## src/rtl/div_pkg.sv

```systemverilog
// Shared definitions for the sequential restoring divider.
package div_pkg;

    // Divider control states.
    typedef enum logic [1:0] {
        IDLE = 2'd0,
        RUN  = 2'd1,
        DONE = 2'd2
    } div_state_t;

    // Width of the iteration counter for a w-bit divide.
    function automatic int unsigned cnt_w(input int unsigned w);
        return $clog2(w);
    endfunction

endpackage

```

## src/rtl/seq_restoring_divider_trial_subtractor.sv

```systemverilog
// Trial subtraction for one restoring step: diff = in1 + ~in2 + 1.
// no_borrow is the carry out of that sum (1 means in1 >= in2).
module trial_subtractor #(
    parameter int unsigned WID = 33
) (
    input  logic [WID-1:0] in1,
    input  logic [WID-1:0] in2,
    output logic [WID-1:0] diff,
    output logic           no_borrow
);

    // Two's-complement subtract with the carry captured as the no-borrow flag.
    always_comb begin
        {no_borrow, diff} = {1'b0, in1} + {1'b0, ~in2} + {{WID{1'b0}}, 1'b1};
    end

endmodule

```

## src/rtl/seq_restoring_divider.sv

```systemverilog
// Multi-cycle unsigned restoring divider, one subtract-and-shift per clock,
// with a start/done handshake. Divide by zero finishes in one cycle with
// quotient all ones, remainder = dividend and div_by_zero set.
module seq_restoring_divider
    import div_pkg::*;
#(
    parameter int unsigned DATA_WID = 32
) (
    input  logic                clk,
    input  logic                rst_n,
    input  logic                start,
    input  logic [DATA_WID-1:0] dividend,
    input  logic [DATA_WID-1:0] divisor,
    output logic                busy,
    output logic                done,
    output logic [DATA_WID-1:0] quotient,
    output logic [DATA_WID-1:0] remainder,
    output logic                div_by_zero
);

    localparam int unsigned CW = cnt_w(DATA_WID);
    localparam logic [CW-1:0] LAST_CNT = CW'(DATA_WID - 1);

    div_state_t state, state_next;

    logic [DATA_WID-1:0] rem_acc;
    logic [DATA_WID-1:0] quo_acc;
    logic [DATA_WID-1:0] divisor_q;
    logic [CW-1:0]       cnt;

    logic [DATA_WID:0]   shifted;
    logic [DATA_WID:0]   trial;
    logic                no_borrow;
    logic [DATA_WID-1:0] rem_next;
    logic [DATA_WID-1:0] quo_next;
    logic                divisor_zero;
    logic                last_iter;

    // The trial result is always below the divisor when kept, so its MSB is 0.
    logic                unused_trial_msb;
    assign unused_trial_msb = trial[DATA_WID];

    assign divisor_zero = (divisor == '0);
    assign last_iter    = (cnt == LAST_CNT);

    // Shift the next dividend bit into the partial remainder.
    always_comb begin
        shifted = {rem_acc, quo_acc[DATA_WID-1]};
    end

    trial_subtractor #(
        .WID (DATA_WID + 1)
    ) u_trial (
        .in1       (shifted),
        .in2       ({1'b0, divisor_q}),
        .diff      (trial),
        .no_borrow (no_borrow)
    );

    // Restore on borrow, otherwise keep the difference; record the quotient bit.
    always_comb begin
        rem_next = no_borrow ? trial[DATA_WID-1:0] : shifted[DATA_WID-1:0];
        quo_next = {quo_acc[DATA_WID-2:0], no_borrow};
    end

    // FSM state register.
    always_ff @(posedge clk or negedge rst_n) begin
        if (!rst_n) begin
            state <= IDLE;
        end else begin
            state <= state_next;
        end
    end

    // FSM next-state logic.
    always_comb begin
        state_next = state;
        case (state)
            IDLE, DONE: begin
                if (start) begin
                    state_next = divisor_zero ? DONE : RUN;
                end else begin
                    state_next = IDLE;
                end
            end
            RUN: begin
                state_next = last_iter ? DONE : RUN;
            end
            default: begin
                state_next = IDLE;
            end
        endcase
    end

    // FSM outputs: pure state decode.
    always_comb begin
        busy = (state == RUN);
        done = (state == DONE);
    end

    // Accumulators, counter and result registers.
    always_ff @(posedge clk or negedge rst_n) begin
        if (!rst_n) begin
            rem_acc     <= '0;
            quo_acc     <= '0;
            divisor_q   <= '0;
            cnt         <= '0;
            quotient    <= '0;
            remainder   <= '0;
            div_by_zero <= 1'b0;
        end else begin
            case (state)
                IDLE, DONE: begin
                    if (start) begin
                        if (!divisor_zero) begin
                            divisor_q <= divisor;
                            rem_acc   <= '0;
                            quo_acc   <= dividend;
                            cnt       <= '0;
                        end else begin
                            quotient    <= '1;
                            remainder   <= dividend;
                            div_by_zero <= 1'b1;
                        end
                    end
                end
                RUN: begin
                    rem_acc <= rem_next;
                    quo_acc <= quo_next;
                    cnt     <= cnt + CW'(1);
                    if (last_iter) begin
                        quotient    <= quo_next;
                        remainder   <= rem_next;
                        div_by_zero <= 1'b0;
                    end
                end
                default: begin
                    cnt <= '0;
                end
            endcase
        end
    end

endmodule

```

## config.mk

```make
export PLATFORM = sky130hd
export DESIGN_NAME = seq_restoring_divider
export DESIGN_NICKNAME = d
export VERILOG_FILES = /design/src/rtl/div_pkg.sv /design/src/rtl/seq_restoring_divider_trial_subtractor.sv /design/src/rtl/seq_restoring_divider.sv
export SDC_FILE = /design/constraint.sdc
export NUM_CORES = 1
export LEC_CHECK = 0
export ABC_AREA = 1
export BUFFER_PORTS_ARGS = -buffer_cell sky130_fd_sc_hd__buf_2
export CAP_MARGIN = 20
export CORE_MARGIN = 4
export CORE_UTILIZATION = 35
export CTS_CLUSTER_SIZE = 25
export DETAILED_ROUTE_END_ITERATION = 16
export SETUP_SLACK_MARGIN = 0.2
export SLEW_MARGIN = 20
export SYNTH_ARGS = -nofsm -noshare
export SYNTH_HDL_FRONTEND = slang
export SYNTH_SLANG_ARGS = --single-unit
```

## constraint.sdc

```tcl
create_clock -name clk -period 5.1 [get_ports clk]
set_clock_uncertainty 0.1 [all_clocks]
set_input_delay 1.275 -clock clk [delete_from_list [all_inputs] [get_ports clk]]
set_output_delay 1.275 -clock clk [all_outputs]
set_load 0.02 [all_outputs]
```

==> summary.txt, run 1 <==
Yosys
  – Fraction of registers with async set/reset: 1.00
  – Most frequent cell after synthesis: nand2_1
  – Synth cell types: 36
  – Number of flops mapped to enable cells by yosys: 0
  – Synth top area share: 0.422
  – Cell area after synthesis: 9950 µm²
  – Seq cells post-synth: 168
  – Post-synthesis cell count: 1,404
  – Commonest cells in the synthesized netlist: nand2_1 (412), inv_1 (216), dfrtp_1 (168), nor2_1 (104), o21ai_0 (102)
  – Yosys top cell by area: dfrtp_1
  – Mapped Avg Cell Area: 7.09 µm²
  – Dominant cells by area after synthesis: dfrtp_1 (42%), nand2_1 (16%), inv_1 (8.1%)
  – Synthesized net count: 1,506
  – Sequential cell area fraction in the yosys report: 0.422
  – Syn. warnings: 0
  – Top FF cell, synth: dfrtp_1

Worst setup path
  – Crit path to: remainder[28]
  – Worst setup path startpoint: rem_acc[18]
  – R2r endpoint: remainder[28]
  – CP Launch Type: flop
  – Critical Setup Path Class: reg -> reg
  – Critical-path maximum fanout: 34
  – R2R depth: 11
  – R2R Setup Slk: 1.62 ns
  – Worst EP required: 5.38 ns
  – CP arrival: 3.76 ns
  – Setup crit end kind: flop
  – Reg2reg start: rem_acc[18]

Placed design
  – Number of port buffers: 133
  – RD Place Congestion: 0.934
  – Hpwl dp: 22,500 µm
  – Placed insts: 1,876

STA
  – Fmax: 287 MHz
  – RSZ-0062 raised after global routing: no
  – # setup viols final: 0
  – Final min period: 3.48 ns
  – Hold Slack: 0.407 ns
  – Final worst path period share: 0.683
  – TNS Setup: 0 ns
  – Slew @ Worst Pin: 1.08 ns
  – Final Hold Fails: 0
  – Max-slew violation count: 0
  – Worst slew margin: 0.278

Clock tree
  – Post-CTS Resized: 0
  – CTS tree: built
  – Clock Path Buffers: 2
  – Root Buffer: clkbuf_16
  – Cts bufs inserted: 17
  – Worst skew pair latency: 0.44 ns
  – CTS Hold Bufs: 0
  – CTS Sinks: 168
  – H-Tree Depth: 4
  – Clk slew on worst S/H paths: 0.08 ns
  – # Post-CTS Setup Buffers: 0

Drt
  – Drt pass-1 iters: 5
  – ANT nets after route: 0
  – Vias per cell: 4.83
  – Drt wl/cell: 15.5 µm
  – Via count: 9,210
  – Drt first-iter violations: 801
  – Remaining routing DRC violations: 0
  – Final wirelength: 29,600 µm

Die
  – Die width: 177 µm
  – # rows: 61
  – Core Box Area: 27,900 µm²
  – Starting density of the core: 0.356
  – Die Y: 177 µm
  – Ports: 134
  – Die footprint: 31,200 µm²

Pwr
  – Register share of total power: 0.254
  – Comb pwr share: 0.578
  – Sw Pwr: 4.14 mW
  – Power density over the cells: 710 nW/µm²
  – Clock Power Share: 0.168
  – Peak supply drop: 0.301 mV
  – Int Power: 4.11 mW
  – Lkg Pwr: 6.10 nW
  – Switching share of power: 0.502

GRT
  – First-pass GRT wire length: 48,000 µm
  – Largest net degree at the start of global routing: 97
  – GRT Total Usage: 0.193
  – Vias in the first global route: 8,974
  – Total grt overflow: 0
  – Initial antenna violation count: 2

Layout
  – P&R area growth vs syn: 16.7%
  – Layout cells sized above 1: 0.159
  – N_diodes: 0
  – Final Non-Filler Cells: 1,908
  – Fillers: 2,975
  – Layout Nets: 1,619
  – Final core utilization: 0.416

Flow run
  – MaxCap Viol Count: 0

Outcome
  – Run status: finished, final reports clean

Hold path
  – Worst hold path type: reg -> reg
-- sequential cells by signal (all words and copies together) (netlist names) --
register and cells:
divisor_q 32, cnt 5, remainder 32, state 2
quo_acc 32, div_by_zero 1, rem_acc 32, quotient 32
-- metal layers --
metal / vias to the layer above / global-route usage / routed length [µm]
li1: 4643 / - / -
met4: 4 / 0.0451 / 379
met5: - / 0 / 20
met2: 257 / 0.290 / 12600
met1: 4280 / 0.288 / 14900
met3: 26 / 0.0357 / 1740
-- worst min path at each step --
stage,slack [ns],from,depth (start not counted),to
after floorplan,0.37,cnt[0],1,cnt[0]
after detailed placement,0.39,div_by_zero,2,div_by_zero
after CTS,0.41,div_by_zero,2,div_by_zero
after global placement,0.38,div_by_zero,2,div_by_zero
final,0.41,div_by_zero,2,div_by_zero
after global routing,0.43,cnt[0],1,cnt[0]
-- area by class of cell --
type	count	area, µm²	share of cell area
Multi-Input combinational cell	966	4720	0.406
Sequential cell	168	4200	0.362
Inverter	219	822	0.0707
Timing Repair Buffer	145	774	0.0667
Tap cell	378	473	0.0407
Clock buffer	17	425	0.0366
Clock inverter	15	199	0.0171
-- power groups by stage --
| stage | clock network (mW) | logic, mW | registers, mW |
|---|---|---|---|
| CTS | 1.42 | 4.78 | 2.10 |
| detailed placement | 0 | 4.75 | 2.12 |
| global route | 1.47 | 5.45 | 2.15 |
| global placement | 0 | 4.71 | 2.12 |
| floorplan | 0 | 3.37 | 2.20 |
| finish | 1.38 | 4.77 | 2.10 |
-- metrics by stage --
step,area [µm²],worst slack (ns),total power [mW]
after detailed placement,11000,1.46,6.87
after global routing,11600,1.41,9.07
after global placement,11000,1.53,6.83
after CTS,11600,1.67,8.29
after floorplan,9950,2.44,5.57
final,11600,1.62,8.25
-- layout by cell type, fill, tap and decap left out, types with 3 or more instances in the layout --
cell       synthesis  final
a21oi_1           84     84
buf_2              9    132
buf_4              2     11
clkbuf_16          0     17
dfrtp_1          168    168
ha_1              34     34
inv_1            216    214
inv_2              3      5
inv_6              0      5
inv_8              0      4
nand2_1          412    412
nand2_2           15     15
nand3_1           96     96
nand4_1           41     41
nor2_1           104    101
nor2_2             2      4
nor3_1             5      5
o21ai_0          102    102
o21bai_1           3      3
or2_2             34     34
xor2_1            16     16
-- cells by family after synthesis --
logic type / Yosys count / share of synthesized area
XOR/XNOR: 17 / 0.0150
adder cells (fa/ha/maj): 35 / 0.0448
multiplexers: 1 / 0.00113
flip-flops: 168 / 0.422
buffers and inverters: 270 / 0.104
AO/OA/AOI/OAI: 197 / 0.103
AND/OR/NAND/NOR: 716 / 0.310
-- worst max-delay path, stage by stage, from the launching register on --
cell and delay [ns]:
dfrtp_1 0.45, ha_1 0.43, nand2_1 0.13, nor2_1 0.22
nand2_1 0.11, nor2_1 0.19, nand2_4 0.28, a21oi_4 0.94
nand2_1 0.31, nand3_1 0.15, nand2_1 0.06, inv_1 0.04
Power figures use the tool's default switching activity.
==> inputs of run 2 (changes only) <==
==> constraint.sdc (replaced) <==
create_clock -name clk -period 3.3 [get_ports clk]
set_clock_uncertainty 0.1 [all_clocks]
set_input_delay 0.825 -clock clk [delete_from_list [all_inputs] [get_ports clk]]
set_output_delay 0.825 -clock clk [all_outputs]
set_load 0.02 [all_outputs]
==> run 2 against run 1 <==
  * Sequential power increased by 54%
  * Combinational power increased by 60%
  * Sequential share of layout area decreased by 0.32 points
  * Sequential cell count unchanged
  * Maximum frequency increased by 24%
  * Worst hold slack got worse by 0.12 ns
  * Wire length increased by 4.1%
  * Critical endpoint unchanged
  * Largest cell class unchanged
  * Highest routed layer is now met4
==> summary.txt, run 2 (same netlist as run 1, synthesis figures left out) <==
Die
  – Die width: 177 µm
  – Die footprint: 31,200 µm²
  – Die Y: 177 µm
  – Starting density of the core: 0.356
  – Core Box Area: 27,900 µm²
  – # rows: 61
  – Ports: 134

GRT
  – Total grt overflow: 0
  – GRT Total Usage: 0.201
  – First-pass GRT wire length: 49,600 µm
  – Vias in the first global route: 9,269
  – Largest net degree at the start of global routing: 67
  – Initial antenna violation count: 0

Clock tree
  – H-Tree Depth: 4
  – CTS Hold Bufs: 0
  – Post-CTS Resized: 0
  – Clock Path Buffers: 2
  – Worst skew pair latency: 0.42 ns
  – Clk slew on worst S/H paths: 0.07 ns
  – Root Buffer: clkbuf_16
  – CTS tree: built
  – CTS Sinks: 168
  – Cts bufs inserted: 17
  – # Post-CTS Setup Buffers: 0

Layout
  – Final Non-Filler Cells: 1,921
  – Layout Nets: 1,632
  – Commonest non-fill, non-tap cell in the layout: nand2_1
  – Commonest cells after routing, fill and taps aside: nand2_1 (412), inv_1 (214), dfrtp_1 (168), buf_2 (132), o21ai_0 (102)
  – Layout cells sized above 1: 0.165
  – P&R area growth vs syn: 17.8%
  – N_diodes: 0

STA
  – Max-slew violation count: 0
  – RSZ-0062 raised after global routing: no
  – Final Hold Fails: 0
  – Slew @ Worst Pin: 0.676 ns
  – # setup viols final: 0
  – TNS Setup: 0 ns
  – Final min period: 2.81 ns
  – Worst slew margin: 0.549
  – Final worst path period share: 0.851
  – Fmax: 356 MHz
  – Hold Slack: 0.286 ns

Drt
  – Final wirelength: 30,900 µm
  – Drt wl/cell: 16.1 µm
  – ANT nets after route: 0
  – Vias per cell: 4.82
  – Drt first-iter violations: 589
  – Via count: 9,256
  – Drt pass-1 iters: 5
  – Remaining routing DRC violations: 0

Worst setup path
  – Critical-path maximum fanout: 3
  – Setup crit end kind: flop
  – Critical Setup Path Class: reg -> reg
  – CP Launch Type: flop
  – CP arrival: 3.03 ns
  – Worst EP required: 3.52 ns

Placed design
  – Hpwl dp: 23,800 µm
  – RD Place Congestion: 0.897
  – Number of port buffers: 133
  – Placed insts: 1,889

Outcome
  – Run status: finished, final reports clean

Pwr
  – Lkg Pwr: 6.16 nW
  – Total power: 12.9 mW
  – Power density over the cells: 1100 nW/µm²
  – Peak supply drop: 0.421 mV

Flow run
  – MaxCap Viol Count: 0

Hold path
  – Worst hold path type: in -> async
[run 2: changes by cell type in the layout (fill, tap and decap cells not counted)]
cell        change
buf_12          +3
inv_8           -1
clkinv_8        -2
buf_4          +10
clkinv_2        +2
clkinvlp_4      +1
inv_6           -1
clkbuf_1        +1
[run 2: final timing paths]
check | start | endpoint | slack (ns) | cells after the start
min in group clk | cnt[0] | cnt[0] | 0.43 | 1
hold reg to reg | cnt[0] | cnt[0] | 0.43 | 1
hold / removal | rst_n | divisor_q[9] | 0.29 | 1
setup reg to reg | divisor_q[0] | remainder[28] | 0.49 | 17
max in group asynchronous | rst_n | remainder[13] | 2.04 | 2
setup / recovery | divisor_q[0] | remainder[28] | 0.49 | 17
[run 2: where the power goes]
| group | internal, mW | total [mW] | switching, mW |
|---|---|---|---|
| Clock | 1.14 | 2.08 | 0.936 |
| Sequential | 2.84 | 3.23 | 0.393 |
| Combinational | 2.45 | 7.62 | 5.17 |
| Total | 6.44 | 12.9 | 6.50 |
[run 2: cell type report]
class | instances | area [µm²]
fill | 2975 | 16200
multi-input combinational | 966 | 4720
sequential | 168 | 4200
timing repair buffer | 158 | 910
inverter | 219 | 822
tap | 378 | 473
clock buffer | 18 | 429
clock inverter | 14 | 164
[run 2: through the flow]
step | instance area [µm²] | util | setup WS (ns)
after global routing | 11700 | 0.420 | 0.353
after detailed placement | 11100 | 0.398 | 0.451
final | 11700 | 0.420 | 0.491
after floorplan | 9950 | - | 1.09
after CTS | 11700 | 0.420 | 0.598
after global placement | 11100 | 0.398 | 0.465
[run 2: critical path: stages, from the launching register on]
cell,delay (ns)
dfrtp_1,0.47
ha_1,0.19
inv_1,0.07
fa_1,0.44
nand2_1,0.09
nand3_1,0.08
nand3_1,0.16
nand2_1,0.18
nand2_1,0.11
nand2_1,0.12
nand2_1,0.19
nand2_1,0.07
nand2_1,0.05
nand2_1,0.09
nand2_1,0.12
nand3_1,0.08
nand2_1,0.06
inv_1,0.03
[run 2: routing by layer]
metal | vias to the layer above | global-route usage | wire (µm)
met5 | - | 0 | 0
met4 | 0 | 0.0390 | 321
met3 | 19 | 0.0367 | 1920
met2 | 278 | 0.303 | 13400
met1 | 4289 | 0.304 | 15200
li1 | 4670 | - | -
==> inputs of run 3 (changes only) <==
--- a/config.mk
+++ b/config.mk
@@ -12,6 +12,7 @@
 export CORE_UTILIZATION = 35
 export CTS_CLUSTER_SIZE = 25
 export DETAILED_ROUTE_END_ITERATION = 16
+export MAX_ROUTING_LAYER = met4
 export SETUP_SLACK_MARGIN = 0.2
 export SLEW_MARGIN = 20
 export SYNTH_ARGS = -nofsm -noshare
==> run 3 against run 2 <==
  * Non-clock buffer count down 5
  * Sequential power barely moved
  * Design area hardly changed
  * Critical path depth rose by 1
  * Maximum frequency grew 2.8%
  * Register-to-register slack improved by 0.08 ns
  * Total power fell by 0.47%
  * Wire length fell by 2.8%
  * Sequential cell count unchanged
  * Critical path type unchanged
==> summary.txt, run 3 (same netlist as run 1, synthesis figures left out) <==
Drt
  – Drt first-iter violations: 692
  – Final wirelength: 30,000 µm
  – Remaining routing DRC violations: 0
  – ANT nets after route: 0
  – Via count: 9,189
  – Vias per cell: 4.80
  – Drt pass-1 iters: 5
  – Drt wl/cell: 15.7 µm

Worst setup path
  – Worst EP required: 3.54 ns
  – R2R depth: 18
  – CP Launch Type: flop
  – CP arrival: 2.97 ns
  – CP max stage delay: 0.43 ns
  – Reg2reg start: quo_acc[31]
  – R2r endpoint: remainder[28]
  – Worst setup path startpoint: quo_acc[31]
  – R2R Setup Slk: 0.57 ns
  – CP dominant cell by count: nand2_1
  – Critical Setup Path Class: reg -> reg
  – Setup crit end kind: flop
  – Crit path cell chain: inv_1 -> ha_1 -> inv_1 -> fa_1 -> nand2_1 -> nand3_1 -> nand3_1 -> nand2_1 -> nand2_1 -> nand2_1 -> nand2_1 -> nand2_1 -> nand2_1 -> nand2_1 -> nand2_1 -> nand3_1 -> nand2_1 -> inv_1
  – Critical-path maximum fanout: 3
  – Crit path to: remainder[28]
  – Slowest library cell on the worst path: fa_1

Pwr
  – Lkg Pwr: 6.15 nW
  – Power density over the cells: 1100 nW/µm²
  – Total power: 12.9 mW
  – Peak supply drop: 0.386 mV

Layout
  – Final core utilization: 0.420
  – Area of the multi-input gates: 4720 µm²
  – Layout Nets: 1,627
  – Commonest cells after routing, fill and taps aside: nand2_1 (412), inv_1 (214), dfrtp_1 (168), buf_2 (132), o21ai_0 (102)
  – Sequential cell area: 4200 µm²
  – P&R area growth vs syn: 17.8%
  – Fillers: 2,994
  – Layout cells sized above 1: 0.163
  – Final Instance Area: 11,700 µm²
  – Commonest non-fill, non-tap cell in the layout: nand2_1
  – Final Non-Filler Cells: 1,916

Outcome
  – Run status: finished, final reports clean

GRT
  – First-pass GRT wire length: 48,300 µm
  – Largest net degree at the start of global routing: 69
  – Vias in the first global route: 9,029
  – Total grt overflow: 0
  – Initial antenna violation count: 1
  – GRT Total Usage: 0.201

Clock tree
  – Worst skew pair latency: 0.44 ns
  – CTS Sinks: 168
  – Post-CTS Resized: 0
  – Cts bufs inserted: 17
  – CTS tree: built
  – Clk slew on worst S/H paths: 0.07 ns
  – Root Buffer: clkbuf_16
  – # Post-CTS Setup Buffers: 0
  – Clock Path Buffers: 2
  – CTS Hold Bufs: 0
  – H-Tree Depth: 4

Die
  – Die footprint: 31,200 µm²
  – # rows: 61
  – Starting density of the core: 0.356
  – Core Box Area: 27,900 µm²
  – Ports: 134
  – Die Y: 177 µm
  – Die width: 177 µm

STA
  – Max-slew violation count: 0
  – Final Hold Fails: 0
  – Slew @ Worst Pin: 0.537 ns
  – Worst setup margin: 0.568 ns
  – Final worst path period share: 0.828
  – Fmax: 366 MHz
  – # setup viols final: 0
  – Final min period: 2.73 ns
  – RSZ-0062 raised after global routing: no
  – Worst slew margin: 0.642
  – TNS Setup: 0 ns
  – Hold Slack: 0.232 ns

Hold path
  – Worst hold path type: in -> async

Placed design
  – Placed insts: 1,884
  – Number of port buffers: 133
  – RD Place Congestion: 0.905
  – Placed instance area: 11,100 µm²
  – Hpwl dp: 23,300 µm
  – Setup WS pre-CTS: 0.474 ns

Flow run
  – MaxCap Viol Count: 0
==> run 3: changes by cell type in the layout (fill, tap and decap cells not counted), moves of 2 or more <==
cell and change:
buf_12 +2, buf_4 -7, clkinv_2 -2, clkinv_8 +3
==> run 3: routing by layer <==
metal	up-vias	track usage	share of wire
li1	4656	-	-
met1	4252	0.295	0.50
met2	250	0.288	0.42
met3	31	0.0361	0.058
met4	0	0.0516	0.017
met5	-	-	0
==> run 3: final cells by class <==
cell class              count  area share
diodes                      1    0.000213
clock buffers              17      0.0363
clock inverters            14      0.0150
inverters                 219      0.0701
multi-input cells         966       0.403
flip-flops and latches    168       0.359
well taps                 378      0.0403
repair buffers            153      0.0765
==> run 3: how the worst min path moves through the flow <==
stage / start / to / depth (start not counted) / slack [ns]
floorplan: cnt[0] / cnt[0] / 1 / 0.37
global placement: div_by_zero / div_by_zero / 2 / 0.39
detailed placement: div_by_zero / div_by_zero / 2 / 0.39
CTS: rst_n / rem_acc[11] / 1 / 0.26
global route: rst_n / rem_acc[11] / 1 / 0.27
finish: rst_n / rem_acc[11] / 1 / 0.23
==> run 3: where the power goes <==
part / internal (mW) / leakage, nW / switching, mW
Combinational: 2.46 / 3.90 / 5.11
Sequential: 2.84 / 1.96 / 0.391
Clock: 1.09 / 0.295 / 0.986
==> run 3: worst max-delay path, delay by kind of cell, from the launching register on <==
| kind | cells | cell delay [ns] |
|---|---|---|
| and+or+nand+nor | 13 | 1.37 |
| adders and majority gates | 2 | 0.57 |
| DFF | 1 | 0.38 |
| buffers and inverters | 3 | 0.19 |
